--- src/rtl/max7219_spi_receiver.sv ---
// SPI mode-0 slave modelling the receive side of a MAX7219 display driver.
// Oversamples mosi/cs/clk_spi in the clk domain, assembles 16-bit frames and updates the register file.
module max7219_spi_receiver #(
  parameter int SYNC_STAGES = 2
) (
  input  logic        clk,
  input  logic        rst_n,
  input  logic        mosi,
  input  logic        cs,
  input  logic        clk_spi,
  output logic [63:0] digits,
  output logic [7:0]  decode_mode,
  output logic [3:0]  intensity,
  output logic [2:0]  scan_limit,
  output logic        shutdown_n,
  output logic        display_test,
  output logic        frame_valid,
  output logic [3:0]  frame_addr,
  output logic [7:0]  frame_data,
  output logic        err_short,
  output logic        err_long
);

  typedef enum logic [1:0] {IDLE, SHIFT, CHECK} state_t;

  state_t state, state_next;

  logic [SYNC_STAGES-1:0] mosi_sync, cs_sync, sclk_sync;
  logic                   mosi_s, cs_s, sclk_s;
  logic                   cs_d, sclk_d;
  logic                   cs_fall, cs_rise, sclk_rise;
  logic                   clr_cnt, shift_en, do_check;
  logic [15:0]            shreg;
  logic [4:0]             bit_cnt;
  logic [2:0]             digit_idx;

  assign mosi_s    = mosi_sync[SYNC_STAGES-1];
  assign cs_s      = cs_sync[SYNC_STAGES-1];
  assign sclk_s    = sclk_sync[SYNC_STAGES-1];
  assign cs_fall   = cs_d & ~cs_s;
  assign cs_rise   = ~cs_d & cs_s;
  assign sclk_rise = ~sclk_d & sclk_s;
  // Addresses 1..8 wrap to digit indices 0..7 in three bits.
  assign digit_idx = shreg[10:8] - 3'd1;

  // Clearing cs history to 0 means a pin already low at reset release never looks like a falling edge.
  always_ff @(posedge clk) begin
    if (!rst_n) begin
      mosi_sync <= '0;
      cs_sync   <= '0;
      sclk_sync <= '0;
      cs_d      <= 1'b0;
      sclk_d    <= 1'b0;
    end else begin
      mosi_sync <= {mosi_sync[SYNC_STAGES-2:0], mosi};
      cs_sync   <= {cs_sync[SYNC_STAGES-2:0], cs};
      sclk_sync <= {sclk_sync[SYNC_STAGES-2:0], clk_spi};
      cs_d      <= cs_s;
      sclk_d    <= sclk_s;
    end
  end

  always_ff @(posedge clk) begin
    if (!rst_n) state <= IDLE;
    else        state <= state_next;
  end

  always_comb begin
    state_next = state;
    clr_cnt    = 1'b0;
    shift_en   = 1'b0;
    do_check   = 1'b0;
    case (state)
      IDLE: begin
        if (cs_fall) begin
          state_next = SHIFT;
          clr_cnt    = 1'b1;
        end
      end
      SHIFT: begin
        if (cs_rise) state_next = CHECK;
        else if (sclk_rise && !cs_s) shift_en = 1'b1;
      end
      CHECK: begin
        do_check = 1'b1;
        if (cs_fall) begin
          state_next = SHIFT;
          clr_cnt    = 1'b1;
        end else begin
          state_next = IDLE;
        end
      end
      default: state_next = IDLE;
    endcase
  end

  always_ff @(posedge clk) begin
    if (!rst_n) begin
      shreg   <= '0;
      bit_cnt <= '0;
    end else if (clr_cnt) begin
      shreg   <= '0;
      bit_cnt <= '0;
    end else if (shift_en) begin
      shreg <= {shreg[14:0], mosi_s};
      if (bit_cnt != 5'd31) bit_cnt <= bit_cnt + 5'd1;
    end
  end

  // Commit stage: register file, last-frame echo and the one-cycle status pulses.
  always_ff @(posedge clk) begin
    if (!rst_n) begin
      digits       <= '0;
      decode_mode  <= '0;
      intensity    <= '0;
      scan_limit   <= '0;
      shutdown_n   <= 1'b0;
      display_test <= 1'b0;
      frame_valid  <= 1'b0;
      frame_addr   <= '0;
      frame_data   <= '0;
      err_short    <= 1'b0;
      err_long     <= 1'b0;
    end else begin
      frame_valid <= 1'b0;
      err_short   <= 1'b0;
      err_long    <= 1'b0;
      if (do_check) begin
        if (bit_cnt < 5'd16) begin
          err_short <= 1'b1;
        end else begin
          frame_valid <= 1'b1;
          err_long    <= (bit_cnt > 5'd16);
          frame_addr  <= shreg[11:8];
          frame_data  <= shreg[7:0];
          case (shreg[11:8])
            4'h1, 4'h2, 4'h3, 4'h4,
            4'h5, 4'h6, 4'h7, 4'h8: digits[{digit_idx, 3'b000} +: 8] <= shreg[7:0];
            4'h9:    decode_mode  <= shreg[7:0];
            4'hA:    intensity    <= shreg[3:0];
            4'hB:    scan_limit   <= shreg[2:0];
            4'hC:    shutdown_n   <= shreg[0];
            4'hF:    display_test <= shreg[0];
            default: ;
          endcase
        end
      end
    end
  end

endmodule

--- config.mk ---
export PLATFORM = sky130hd
export DESIGN_NAME = max7219_spi_receiver
export DESIGN_NICKNAME = d
export VERILOG_FILES = /design/src/rtl/max7219_spi_receiver.sv
export SDC_FILE = /design/constraint.sdc
export NUM_CORES = 1
export LEC_CHECK = 0
export BUFFER_PORTS_ARGS = -buffer_cell sky130_fd_sc_hd__buf_2
export CORE_ASPECT_RATIO = 2
export CORE_MARGIN = 1.5
export CORE_UTILIZATION = 50
export DETAILED_ROUTE_END_ITERATION = 8
export GPL_TIMING_DRIVEN = 1
export PLACE_DENSITY = 0.82
export SLEW_MARGIN = 10
export SYNTH_ARGS = -nofsm -noshare
export SYNTH_HDL_FRONTEND = slang
export SYNTH_SLANG_ARGS = --single-unit
--- constraint.sdc ---
create_clock -name clk -period 3.7 [get_ports clk]
set_input_delay 0.74 -clock clk [delete_from_list [all_inputs] [get_ports clk]]
set_output_delay 0.74 -clock clk [all_outputs]
set_load 0.01 [all_outputs]
==> results.json, run 1 <==
{
  "ctsResizeCount": 0,
  "comb_power_share": 0.011,
  "use_met1": 0.233,
  "finClkSkew_ps": 8.27,
  "critical_path_required_ps": 4030,
  "drt_iter0_drc": 246,
  "critical_path_buf_inv_count": 1,
  "nets": 649,
  "start_kind": "flop",
  "dp.cells": 750,
  "syn_avg_cell_area_um2": 9.19,
  "p_seq_frac": 0.443,
  "cts-root-buf": "clkbuf_16",
  "crit_fanout": 18,
  "p_total_uw": 3010,
  "stdcell_count": 781,
  "crit_family": "adder cells",
  "dieArea_um2": 10900,
  "synth_compound_area_frac": 0.0550,
  "synth_top_area_cell": "dfxtp_1",
  "met3_usage": 0.0594,
  "critical_path_arrival_ps": 3520,
  "worstMarginPinSlew_ps": 898,
  "syn_inst": 559,
  "die_x_um": 74.7,
  "via_per_inst": 5.34,
  "r2r_slack_ps": 510,
  "internal_power_uw": 2420,
  "syn-num-nets": 574,
  "grtUsageTotal": 0.254,
  "synthAdderAreaFrac": 0.0243,
  "antenna_found_initial": 0,
  "synth_warnings": 0,
  "diodes": 0,
  "num_rows": 52,
  "rsz0062_at_grt": "no",
  "path_common_cell": "ha_1",
  "r2r-start": "shreg[8]",
  "synth_edf_count": 0,
  "rr_endpoint": "digits[24]",
  "grt_max_degree": 73,
  "grt.overflow.total": 0,
  "muxShareOfSynthArea": 0.152,
  "port_buffers": 100,
  "cp-endpoint": "digits[24]",
  "startpoint": "shreg[8]",
  "pwr-share-clk": 0.546,
  "slew_headroom": 0.400,
  "drt-total-wl_um": 13200,
  "firstDrtPassIters": 4,
  "p_per_area_nw_per_um2": 485,
  "cts_made_buffers": 17,
  "core_um2": 10100,
  "grt_first_pass_wirelength_um": 20700,
  "synth_top_family_by_area": "simple AND/OR/NAND/NOR gates",
  "die_h_um": 146,
  "cts_hold_buf": 0,
  "worstSetupPathType": "flop to flop",
  "drive_gt1_frac": 0.215,
  "p_leak_uw": 0.00289,
  "finalSetupViolations": 0,
  "synth_area_leaders": "dfxtp_1, mux2i_1, nand2_1",
  "dpl_cell_area_um2": 5620,
  "status": "complete, no violations",
  "areaGrowthSynthToFinish_pct": 20.8,
  "peakVddDrop_mv": 0.325,
  "htreeDepth": 4,
  "wl_per_cell_um": 16.9,
  "synth_seq_cells": 123,
  "cp_slowest_cell": "nor3b_1",
  "seq_area_frac_synth": 0.479,
  "hpwlAfterDp_um": 9370,
  "yosys.area_share.xor_xnor": 0.00998,
  "finalHoldViolCount": 0,
  "post-route-period-util": 0.862,
  "syn_area_um2": 5140,
  "min_period_ps": 3190,
  "synth-simple-area-share": 0.236,
  "cts_tree": "done",
  "p_sw_frac": 0.195,
  "grt_use_met2": 0.450,
  "place_congestion": 0.924,
  "drtAntennaViolNets": 0,
  "synth_flop_cell": "dfxtp_1",
  "grt_busiest_layer": "met2",
  "clk_latency_ps": 410,
  "end_kind": "flop",
  "critPathMaxStageDelay_ps": 800,
  "yosysUniqueCellTypes": 43,
  "finalMaxSlewViolations": 0,
  "clock-sinks": 123,
  "hp-class": "flop to flop",
  "start_util": 0.510,
  "crit_chain": "inv_1, ha_1, xnor2_2, ha_1, nor3b_1, nand2_1, mux2i_1",
  "ios": 101,
  "clock.fmax_mhz": 314,
  "cts_setup_buffers": 0,
  "cap_violations": 0,
  "power.switching_uw": 588,
  "path_clk_slew_ps": 50,
  "routed-via-count": 4167,
  "tns_ps": 0,
  "clockBufferDepth": 2,
  "grt_pass1_vias": 4200,
  "reg2regPathDepth": 7,
  "yosysTopAreaCellShare": 0.479,
  "path_depth": 7,
  "drc_errors": 0,
  "async_flop_share": 0,
  "fin_area_um2": 6210
}
==> worst register-to-register path: stages, from the launching register on <==
cell	delay [ps]
dfxtp_1	650
inv_1	180
ha_1	320
xnor2_2	180
ha_1	670
nor3b_1	800
nand2_1	150
mux2i_1	170
==> area by class of cell <==
| cell class | count | area [µm²] |
|---|---|---|
| clock buffer | 22 | 464 |
| clock inverter | 9 | 120 |
| fill | 840 | 3880 |
| inverter | 5 | 18.8 |
| multi-input combinational | 385 | 2450 |
| sequential | 123 | 2460 |
| tap | 135 | 169 |
| timing repair buffer | 102 | 518 |
==> flip-flops by register name, indices dropped and copies added (netlist names), 3 cells and up <==
register,count
shreg,12
decode_mode,8
frame_data,8
bit_cnt,5
intensity,4
digits,64
frame_addr,4
scan_limit,3
==> through the flow <==
step	worst slack, ps	hold slack, ps	utilization
after floorplan	977	398	-
after global placement	832	408	0.558
after detailed placement	649	418	0.558
after CTS	506	431	0.616
after global routing	202	442	0.616
final	511	427	0.616
==> synth_stat cells (all sizes together) (2+ instances only) <==
master / count
a21boi: 13
a21oi: 13
and2: 18
and4b: 2
buf: 18
clkbuf: 28
dfxtp: 123
ha: 10
inv: 5
mux2i: 78
nand2: 151
nand2b: 3
nand3: 19
nand3b: 2
nand4: 6
nand4b: 3
nor2: 9
nor2b: 20
nor3: 3
nor3b: 3
o21ai: 17
xnor2: 5
==> routing by layer <==
layer  routed length [µm]  up-vias
met5                    0        -
met4                  806        0
met3                  479       54
met2                 7500      138
met1                 4390     1977
li1                     -     1998
==> how the worst min path moves through the flow <==
| stage | startpoint | endpoint | slack [ps] | cells past startpoint |
|---|---|---|---|---|
| after floorplan | cs_d | state[1] | 400 | 1 |
| after global placement | cs_d | state[1] | 410 | 1 |
| after detailed placement | cs_d | state[1] | 420 | 1 |
| after CTS | cs_d | state[1] | 430 | 1 |
| after global routing | cs_d | state[1] | 440 | 1 |
| final | cs_d | state[1] | 430 | 1 |
==> cells in the final DEF, fill, tap and decap left out, drive strengths merged <==
| cell type | netlist | layout |
|---|---|---|
| nand2 | 151 | 151 |
| dfxtp | 123 | 123 |
| buf | 18 | 102 |
| mux2i | 78 | 78 |
| clkbuf | 28 | 22 |
| nor2b | 20 | 20 |
| nand3 | 19 | 19 |
| and2 | 18 | 18 |
| o21ai | 17 | 17 |
| a21oi | 13 | 13 |
| a21boi | 13 | 13 |
| ha | 10 | 10 |
| nor2 | 9 | 9 |
| clkinv | 0 | 6 |
| nand4 | 6 | 6 |
| inv | 5 | 5 |
| xnor2 | 5 | 5 |
| nor3 | 3 | 3 |
| nand2b | 3 | 3 |
| nand4b | 3 | 3 |
| bufinv | 0 | 3 |
| nor3b | 3 | 3 |
| and4b | 2 | 2 |
| nand3b | 2 | 2 |
| and3 | 1 | 1 |
| and3b | 1 | 1 |
| o21a | 1 | 1 |
| nand4bb | 1 | 1 |
| nor4 | 1 | 1 |
| nor4b | 1 | 1 |
| or3 | 1 | 1 |
| o32ai | 1 | 1 |
| nor4bb | 1 | 1 |
| and4 | 1 | 1 |
==> kinds of logic after synthesis <==
logic type,after synthesis
AOI/OAI and AO/OA,45
xor gates and xnor gates,5
adders and majority gates,10
buffers and inverters,51
DFF,123
muxes,78
and+or+nand+nor,247
==> power groups by stage <==
stage / sequential, µW / clock [µW] / combinational (µW)
floorplan: 1360 / 0 / 29.3
global route: 1330 / 1720 / 36.5
detailed placement: 1360 / 0 / 32.8
CTS: 1330 / 1650 / 33.1
global placement: 1360 / 0 / 32.2
finish: 1330 / 1640 / 33.1
Note: power is estimated with default switching activity, not from simulation.
==> run 2: changes to the inputs <==
--- a/config.mk
+++ b/config.mk
@@ -5,6 +5,7 @@
 export SDC_FILE = /design/constraint.sdc
 export NUM_CORES = 1
 export LEC_CHECK = 0
+export ABC_AREA = 1
 export BUFFER_PORTS_ARGS = -buffer_cell sky130_fd_sc_hd__buf_2
 export CORE_ASPECT_RATIO = 2
 export CORE_MARGIN = 1.5
==> results.json, run 2 <==
{
  "status": "complete, no violations",
  "start_util": 0.511,
  "critical_path_required_ps": 4010,
  "synth_seq_cells": 123,
  "synth_top_area_cell": "dfxtp_1",
  "cts-root-buf": "clkbuf_16",
  "cts_tree": "done",
  "synth_flop_cell": "dfxtp_1",
  "p_leak_uw": 0.00320,
  "clockBufferDepth": 2,
  "core_um2": 10400,
  "start_kind": "flop",
  "r2r_slack_ps": 980,
  "final_common_cell": "nor2_1",
  "hold_end": "cs_sync[1]",
  "path_clk_slew_ps": 60,
  "startpoint": "shreg[9]",
  "cap_violations": 0,
  "seq_area_frac_synth": 0.463,
  "synth_area_leaders": "dfxtp_1, nor2_1, nand2_1",
  "synth_warnings": 0,
  "grt_first_pass_wirelength_um": 22700,
  "async_flop_share": 0,
  "worstMarginPinSlew_ps": 885,
  "synth_edf_count": 0,
  "clock.fmax_mhz": 368,
  "final_cell_mix": "nor2_1, nand2_1, dfxtp_1",
  "cts_hold_buf": 0,
  "syn-num-nets": 763,
  "clock-sinks": 123,
  "drtAntennaViolNets": 0,
  "num_rows": 53,
  "num-fill-cells": 979,
  "synthTopCellsByCount": "nor2_1, nand2_1, dfxtp_1",
  "rr_endpoint": "digits[62]",
  "grt.overflow.total": 0,
  "finalSetupViolations": 0,
  "die_h_um": 149,
  "syn_area_um2": 5320,
  "p_per_area_nw_per_um2": 474,
  "slew_headroom": 0.405,
  "place_congestion": 0.959,
  "clk_latency_ps": 420,
  "syn_avg_cell_area_um2": 7.11,
  "diodes": 0,
  "min_path_cells": 2,
  "multiInputGateArea_um2": 2410,
  "firstDrtPassIters": 5,
  "port_buffers": 100,
  "crit_fanout": 17,
  "dp.cells": 960,
  "routed-via-count": 5045,
  "grt_pass1_vias": 4751,
  "nets": 857,
  "drt-total-wl_um": 14200,
  "critical_path_arrival_ps": 3030,
  "largest_reg_flops": 64,
  "finClkSkew_ps": 6.12,
  "syn_inst": 748,
  "top_regs": "digits: 64 flops, shreg: 12 flops",
  "yosysUniqueCellTypes": 31,
  "drt_iter0_drc": 370,
  "ios": 101,
  "end_kind": "flop",
  "worstSetupPathType": "flop to flop",
  "rsz0062_at_grt": "no",
  "r2r-start": "shreg[9]",
  "regMostFlops": "digits",
  "hpwlAfterDp_um": 10200,
  "cts_made_buffers": 17,
  "peakVddDrop_mv": 0.383,
  "hp-start": "cs_sync[0]",
  "reg2regPathDepth": 12,
  "via_per_inst": 5.09,
  "stdcell_count": 991,
  "dieArea_um2": 11300,
  "worst_slack_ps": 984,
  "regArea_um2": 2460,
  "post-route-period-util": 0.734,
  "p_total_uw": 3070,
  "pre_cts_slack_ps": 1040,
  "critPathMaxStageDelay_ps": 440,
  "utilization": 0.621,
  "cts_setup_buffers": 0,
  "finalHoldViolCount": 0,
  "grt_max_degree": 45,
  "antenna_found_initial": 0,
  "htreeDepth": 4,
  "areaGrowthSynthToFinish_pct": 21.5,
  "yosysMostFrequentCell": "nor2_1",
  "drc_errors": 0,
  "finalMaxSlewViolations": 0,
  "crit_chain": "inv_1, ha_1, inv_1, nand2_1, nand2_2, ha_1, inv_1, nand2_1, nor2_1, nand3_1, nand2_1, nor2_1",
  "drive_gt1_frac": 0.187,
  "yosysTopAreaCellShare": 0.463,
  "tns_ps": 0,
  "cp_slowest_cell": "nor2_1",
  "min_period_ps": 2720,
  "grtUsageTotal": 0.258,
  "ctsResizeCount": 0,
  "hp-class": "flop to flop",
  "wl_per_cell_um": 14.3,
  "die_x_um": 75.9
}
[run 2: cell count changes after synthesis, moves of 6 or more]
cell | previous run | this run
buf_2 | 5 | 11
nand2_1 | 150 | 137
clkbuf_1 | 27 | 15
a21oi_1 | 13 | 42
nor2_1 | 9 | 172
nor3_1 | 3 | 11
buf_1 | 9 | 1
nor2b_1 | 20 | 0
nand3_1 | 17 | 71
o21ai_0 | 17 | 40
mux2i_1 | 78 | 0
and2_1 | 14 | 0
inv_1 | 5 | 66
a21boi_0 | 13 | 0
[run 2: worst max-delay path: cells and delay by family (launching register included)]
family,cells,cell delay [ps]
adders and majority gates,2,620
buffers and inverters,3,610
DFF,1,330
and+or+nand+nor,7,1050
[run 2: final cells by class]
class / instances / area share
well taps: 137 / 0.0265
inverters: 71 / 0.0412
clock buffers: 20 / 0.0691
multi-input cells: 521 / 0.373
repair buffers: 108 / 0.0867
flip-flops and latches: 123 / 0.381
clock inverters: 11 / 0.0226
[run 2: how the worst max path moves through the flow]
stage,endpoint,slack [ps]
after floorplan,digits[48],1190
after global placement,digits[60],1110
after detailed placement,digits[42],1040
after CTS,digits[42],1000
after global routing,digits[58],680
final,digits[62],980
[run 2: cell families (layout without fill, tap and decap cells)]
logic type | Yosys count | count (layout) | share of synthesized area
compound gates | 87 | 87 | 0.0842
fa+ha+maj | 10 | 10 | 0.0235
buf+inv | 104 | 210 | 0.0844
flops | 123 | 123 | 0.463
simple gates | 424 | 424 | 0.345
[run 2: power by group]
group	total (µW)	internal, µW	switching (µW)
sequential	1330	1330	2.90
combinational	60.9	16.1	44.8
clock	1670	1070	602
[run 2: metrics by stage]
stage          instance area, µm²  hold slack, ps
2_1_floorplan                5320             390
3_3_place_gp                 5870             393
3_5_place_dp                 5870             401
4_1_cts                      6460             415
5_1_grt                      6460             448
6_report                     6460             412
[run 2: per-layer routing]
metal / wire (µm) / global-route usage / vias up
li1: - / - / 2556
met1: 5080 / 0.244 / 2276
met2: 7580 / 0.477 / 161
met3: 715 / 0.0667 / 52
met4: 842 / 0.182 / 0
met5: 0 / 0 / -
